$ cat src/rtl/alu_pkg.sv
// Shared ALU definitions: op codes, value limits, FSM encoding and the
// saturation helpers used by every ALU stage.
package alu_pkg;

  localparam int W    = 11;
  localparam int WIDE = 2 * W;
  localparam int VMAX = 999;
  localparam int VMIN = -999;

  localparam logic [2:0] OP_NOP = 3'd0;
  localparam logic [2:0] OP_MOV = 3'd1;
  localparam logic [2:0] OP_ADD = 3'd2;
  localparam logic [2:0] OP_SUB = 3'd3;
  localparam logic [2:0] OP_MUL = 3'd4;
  localparam logic [2:0] OP_NEG = 3'd5;
  localparam logic [2:0] OP_SAV = 3'd6;
  localparam logic [2:0] OP_SWP = 3'd7;

  typedef enum logic {
    IDLE   = 1'b0,
    MUL_EX = 1'b1
  } state_t;

  // Values are carried at double width so any sum or product of two
  // in-range operands is exact before clamping.
  function automatic logic over(input logic signed [WIDE-1:0] v,
                                input logic signed [WIDE-1:0] lim);
    return (v > lim) || (v < -lim);
  endfunction

  function automatic logic signed [W-1:0] clamp(input logic signed [WIDE-1:0] v,
                                                input logic signed [WIDE-1:0] lim);
    logic signed [WIDE-1:0] nlim;
    nlim = -lim;
    if (v > lim) return lim[W-1:0];
    else if (v < nlim) return nlim[W-1:0];
    else return v[W-1:0];
  endfunction

endpackage

$ cat src/rtl/mul.sv
// Combinational saturating multiplier: out = clamp(acc * arg1) to +-VMAX,
// ovf flags that the exact product fell outside that range.
module mul #(
  parameter int W    = alu_pkg::W,
  parameter int VMAX = alu_pkg::VMAX
) (
  input  logic signed [W-1:0] acc,
  input  logic signed [W-1:0] arg1,
  output logic signed [W-1:0] out,
  output logic                ovf
);
  import alu_pkg::*;

  localparam int XW = 2 * W;
  localparam logic signed [XW-1:0] LIM = XW'(VMAX);

  logic signed [XW-1:0] prod;

  // Sign-extended operands; the low XW bits of the product are exact.
  assign prod = {{W{acc[W-1]}}, acc} * {{W{arg1[W-1]}}, arg1};
  assign out  = clamp(prod, LIM);
  assign ovf  = over(prod, LIM);

endmodule

$ cat src/rtl/alu_acc.sv
// ALU accumulator stage: ACC/BAK registers, one op per valid/ready handshake.
// Non-MUL ops complete on the accept edge; MUL takes one extra cycle in MUL_EX.
module alu_acc #(
  parameter int W    = alu_pkg::W,
  parameter int VMAX = alu_pkg::VMAX
) (
  input  logic         clk,
  input  logic         rst,
  input  logic         op_valid,
  output logic         op_ready,
  input  logic [2:0]   op_code,
  input  logic [W-1:0] op_arg,
  output logic [W-1:0] acc,
  output logic [W-1:0] bak,
  output logic         acc_zero,
  output logic         acc_neg,
  output logic         done,
  output logic         sat
);
  import alu_pkg::*;

  localparam int XW = 2 * W;
  localparam logic signed [XW-1:0] LIM = XW'(VMAX);

  state_t state_q, state_d;
  logic signed [W-1:0] acc_q, acc_d, bak_q, bak_d;
  logic signed [W-1:0] opa_q, opa_d, opb_q, opb_d;
  logic done_q, done_d, sat_q, sat_d;

  logic                 accept;
  logic signed [W-1:0]  arg_c, mul_out;
  logic                 mul_ovf;
  logic signed [XW-1:0] acc_x, arg_x, sum_x, dif_x;

  assign op_ready = (state_q == IDLE) && !rst;
  assign accept   = op_valid && op_ready;

  // Operand clamp is silent: it never raises sat on its own.
  assign arg_c = clamp({{W{op_arg[W-1]}}, op_arg}, LIM);
  assign acc_x = {{W{acc_q[W-1]}}, acc_q};
  assign arg_x = {{W{arg_c[W-1]}}, arg_c};
  assign sum_x = acc_x + arg_x;
  assign dif_x = acc_x - arg_x;

  mul #(.W(W), .VMAX(VMAX)) u_mul (
    .acc  (opa_q),
    .arg1 (opb_q),
    .out  (mul_out),
    .ovf  (mul_ovf)
  );

  always_comb begin
    state_d = state_q;
    acc_d   = acc_q;
    bak_d   = bak_q;
    opa_d   = opa_q;
    opb_d   = opb_q;
    sat_d   = sat_q;
    done_d  = 1'b0;
    case (state_q)
      IDLE: begin
        if (accept) begin
          done_d = 1'b1;
          sat_d  = 1'b0;
          unique case (op_code)
            OP_NOP: ;
            OP_MOV: acc_d = arg_c;
            OP_ADD: begin
              acc_d = clamp(sum_x, LIM);
              sat_d = over(sum_x, LIM);
            end
            OP_SUB: begin
              acc_d = clamp(dif_x, LIM);
              sat_d = over(dif_x, LIM);
            end
            OP_MUL: begin
              // Result and flag arrive from MUL_EX; sat holds until then.
              opa_d   = acc_q;
              opb_d   = arg_c;
              sat_d   = sat_q;
              done_d  = 1'b0;
              state_d = MUL_EX;
            end
            OP_NEG: acc_d = -acc_q;
            OP_SAV: bak_d = acc_q;
            OP_SWP: begin
              acc_d = bak_q;
              bak_d = acc_q;
            end
          endcase
        end
      end
      MUL_EX: begin
        acc_d   = mul_out;
        sat_d   = mul_ovf;
        done_d  = 1'b1;
        state_d = IDLE;
      end
    endcase
  end

  always_ff @(posedge clk) begin
    if (rst) begin
      state_q <= IDLE;
      acc_q   <= '0;
      bak_q   <= '0;
      opa_q   <= '0;
      opb_q   <= '0;
      done_q  <= 1'b0;
      sat_q   <= 1'b0;
    end else begin
      state_q <= state_d;
      acc_q   <= acc_d;
      bak_q   <= bak_d;
      opa_q   <= opa_d;
      opb_q   <= opb_d;
      done_q  <= done_d;
      sat_q   <= sat_d;
    end
  end

  assign acc      = acc_q;
  assign bak      = bak_q;
  assign acc_zero = (acc_q == '0);
  assign acc_neg  = acc_q[W-1];
  assign done     = done_q;
  assign sat      = sat_q;

endmodule

$ cat config.mk
export PLATFORM = sky130hd
export DESIGN_NAME = alu_acc
export DESIGN_NICKNAME = d
export VERILOG_FILES = /design/src/rtl/alu_pkg.sv /design/src/rtl/mul.sv /design/src/rtl/alu_acc.sv
export SDC_FILE = /design/constraint.sdc
export NUM_CORES = 1
export LEC_CHECK = 0
export CAP_MARGIN = 5
export CELL_PAD_IN_SITES_DETAIL_PLACEMENT = 1
export CELL_PAD_IN_SITES_GLOBAL_PLACEMENT = 1
export CORE_ASPECT_RATIO = 0.5
export CORE_MARGIN = 3
export CORE_UTILIZATION = 29
export CTS_BUF_LIST = sky130_fd_sc_hd__clkbuf_16
export DETAILED_ROUTE_END_ITERATION = 10
export PLACE_DENSITY = 0.66
export SYNTH_ARGS = -nofsm -noshare
export SYNTH_HDL_FRONTEND = slang
export SYNTH_SLANG_ARGS = --single-unit
$ cat constraint.sdc
create_clock -name clk -period 14.3 [get_ports clk]
set_clock_uncertainty 0.15 [all_clocks]
set_input_delay 1.43 -clock clk [delete_from_list [all_inputs] [get_ports clk]]
set_output_delay 1.43 -clock clk [all_outputs]
set_load 0.02 [all_outputs]
==> metrics.md <==
| Metric | Value |
|---|---|
| Max-cap viol count | `0` |
| Longest Clk Path Bufs | `2` |
| Slew Viols, Final | `0` |
| Worst hold margin | `approximately 0.33 ns` |
| Starting Density | `0.302` |
| RSZ-0062 raised after global routing | `no` |
| Peak VDD IR | `~0.041 mV` |
| Setup Buffers After CTS | `0` |
| Outcome | `complete, no violations` |
| CTS sink count | `47` |
| Clk slew on worst S/H paths | `~0.07 ns` |
| Synthesized instance count | `roughly 1,200` |
| I/O pin cnt | `between 40 and 50` |
| Final WL | `between 30,000 and 40,000 um` |
| Vias/cell | `between 5 and 6` |
| HP Class | `reg2reg` |
| Residual DRC count | `0` |
| CP delay by family, top | `adder cells` |
| Hpwl dp | `25,900 um` |
| Grt total ovfl | `0` |
| TritonRoute pass-1 iters | `4` |
| Critical Path RT | `between 10 and 15 ns` |
| Syn avg cell area | `around 8 um2` |
| Endpoints failing setup | `0` |
| Relative slew slack | `0.363` |
| Fill count | `roughly 3,700` |
| GRT Total Usage | `0.186` |
| Clock latency on the worst-skew pair | `~0.3 ns` |
| Hold path cells | `2` |
| CORE AREA | `between 0.03 and 0.04 mm2` |
| H-tree Lvls | `2` |
| Antenna violations before repair | `0` |
| Gpl congestion | `0.929` |
| TritonCTS clock tree | `done` |
| Row count | `45` |
| # resized after CTS | `0` |
| Die height | `around 130 um` |
| Crit Path Class | `reg2reg` |
| Setup TNS | `0 ns` |
| Arr. time, crit path | `between 6 and 7 ns` |
| Worst hold endpoint | `bak[2]` |
| Pwr Density | `47.3 mW/mm2` |
| Synth Cell Area | `roughly 0.0094 mm2` |
| Via count | `around 8,500` |
| Reg2reg start | `opb_q[10]` |
| Most frequent cells in the layout | `199 x inv_1, 141 x nand2_1, 119 x fa_1` |
| P_leak | `4.67 nW` |
| Vias in the first global route | `around 9,400` |
| Final Critical Period | `6.87 ns` |
| DR iter-0 viols | `roughly 500` |
| Final nets | `about 1,400` |
| Most used DFF post-synth | `dfxtp_1` |
| Detail Route Antenna Nets | `0` |
| Synth async-reset ratio | `0` |
| Worst R2R End | `acc[4]` |
| Worst reg2reg setup slack | `approximately 7.4 ns` |
| Global-route wire length before repair | `roughly 50,000 um` |
| Crit start category | `register` |
| Synth cell types | `between 80 and 90` |
| Design area | `0.0103 mm2` |
| Syn nets | `roughly 1,400` |
| CTS Hold Bufs | `0` |
| Crit path cell chain | `clkinv_1, nor2_1, fa_1, fa_1, fa_1, fa_1, inv_1, fa_1, inv_1, ha_1, a211oi_1, nor3b_2, o22ai_1, o21a_1, or3_1, a2111o_1, o211ai_2, o2111ai_1, a31oi_1` |
| Ant diodes | `0` |
| Fraction of layout instances using a drive strength above 1 | `0.0285` |
| Worst-Margin Slew | `about 0.96 ns` |
| Yosys warns | `0` |
| Hold Fails Final Rpt | `0` |
| Area of the die | `roughly 0.035 mm2` |
| Tcrit/Tclk final | `0.480` |
| CP most frequent cell | `fa_1` |
| Worst Path Max Fanout | `9` |
| Die Width | `~260 um` |
| CTS buffer count | `5` |
| CP peak stage delay | `~0.56 ns` |
| Crit end category | `register` |
| Post-synthesis sequential area ratio | `0.100` |
| Max stage delay cell, worst path | `fa_1` |
| CP Buf/Inv Count | `3` |
| Port buffer count | `between 40 and 50` |
| Fmax | `around 150 MHz` |
| Most common cell after layout, fill and taps aside | `inv_1` |
| WL/cell | `19.5 um` |
| Area grow syn2layout | `9.53%` |
| Pin count of the biggest net entering global routing | `45` |
| Flops & latches, synth | `47` |
| Hold Startpoint | `bak[2]` |
| Placed Area | `roughly 0.01 mm2` |
| R2R depth | `19` |
| Post-synth EDFFs | `0` |
| Root buf cell | `clkbuf_16` |
| Total power | `around 0.48 mW` |
## routing by layer
metal / vias up / routed length, um / track usage
met4: 0 / 812 / 0.0522
met5: - / 0 / 0
met3: 44 / 702 / 0.0132
li1: 3975 / - / -
met1: 4339 / 14500 / 0.243
met2: 136 / 15400 / 0.331
## worst max-delay path by stage
stage | end | startpoint | depth (start not counted)
3_3_place_gp | acc[3] | opb_q[10] | 19
3_5_place_dp | acc[4] | opb_q[10] | 19
5_1_grt | acc[4] | opb_q[10] | 19
2_1_floorplan | sat | opb_q[3] | 21
6_report | acc[4] | opb_q[10] | 19
4_1_cts | acc[4] | opb_q[10] | 19
## registers in the layout (all words and copies together), names as in the netlist
name	cells
sat	1
bak	11
opb_q	11
state_q	1
acc	11
done	1
opa_q	11
## cell usage after synthesis (7+ instances only)
master	instances	area [um2]
inv_1	199	747
nor2b_1	7	43.8
o21ai_0	33	165
o21bai_1	9	67.6
nand4_1	7	43.8
a31oi_1	13	81.3
nor4_1	8	50.1
xnor2_1	22	193
nand2b_1	11	68.8
and2_1	62	388
nand3_1	14	70.1
or3_1	12	75.1
xor2_1	11	96.3
o211ai_1	16	120
buf_2	8	40.0
a211oi_1	20	150
ha_1	72	901
o22ai_1	8	50.1
nand2_1	141	529
nor2_1	79	297
clkbuf_1	50	188
dfxtp_1	47	941
nor3_1	23	115
fa_1	119	2380
a21oi_1	68	340
o21a_1	9	67.6
## tightest hold or removal path, cell delays in order, from the launching register on
cell	delay (ns)
dfxtp_1	0.32
nand2_1	0.06
a21oi_1	0.05
## area by class of cell
type | count | area, um2 | share of cell area
Clock buffer | 5 | 125 | 0.0122
Clock inverter | 3 | 20.0 | 0.00195
Inverter | 200 | 751 | 0.0732
Multi-Input combinational cell | 889 | 7420 | 0.724
Sequential cell | 47 | 941 | 0.0917
Tap cell | 423 | 529 | 0.0516
Timing Repair Buffer | 48 | 468 | 0.0456
## kinds of logic after synthesis
family	after synthesis	synth area share
buf+inv	263	0.107
xor+xnor	33	0.0309
compound gates	265	0.199
fa+ha+maj	191	0.351
mux	2	0.00214
flops	47	0.100
simple gates	398	0.210
## power by group
part           switching [mW]  internal [mW]  leakage, nW
clock network          0.0580         0.0647       0.0658
logic                   0.138         0.0784         4.23
registers              0.0116          0.135        0.381
total                   0.207          0.278         4.67
## per-stage QoR
| step | util | cells | setup slack, ns |
|---|---|---|---|
| after floorplan | - | 1199 | 8.26 |
| after global placement | 0.326 | 1607 | 7.36 |
| after detailed placement | 0.326 | 1607 | 7.42 |
| after CTS | 0.331 | 1615 | 7.39 |
| after global routing | 0.331 | 1615 | 6.99 |
| final | 0.331 | 1615 | 7.43 |
No activity file was read; power rests on OpenSTA's default activity.
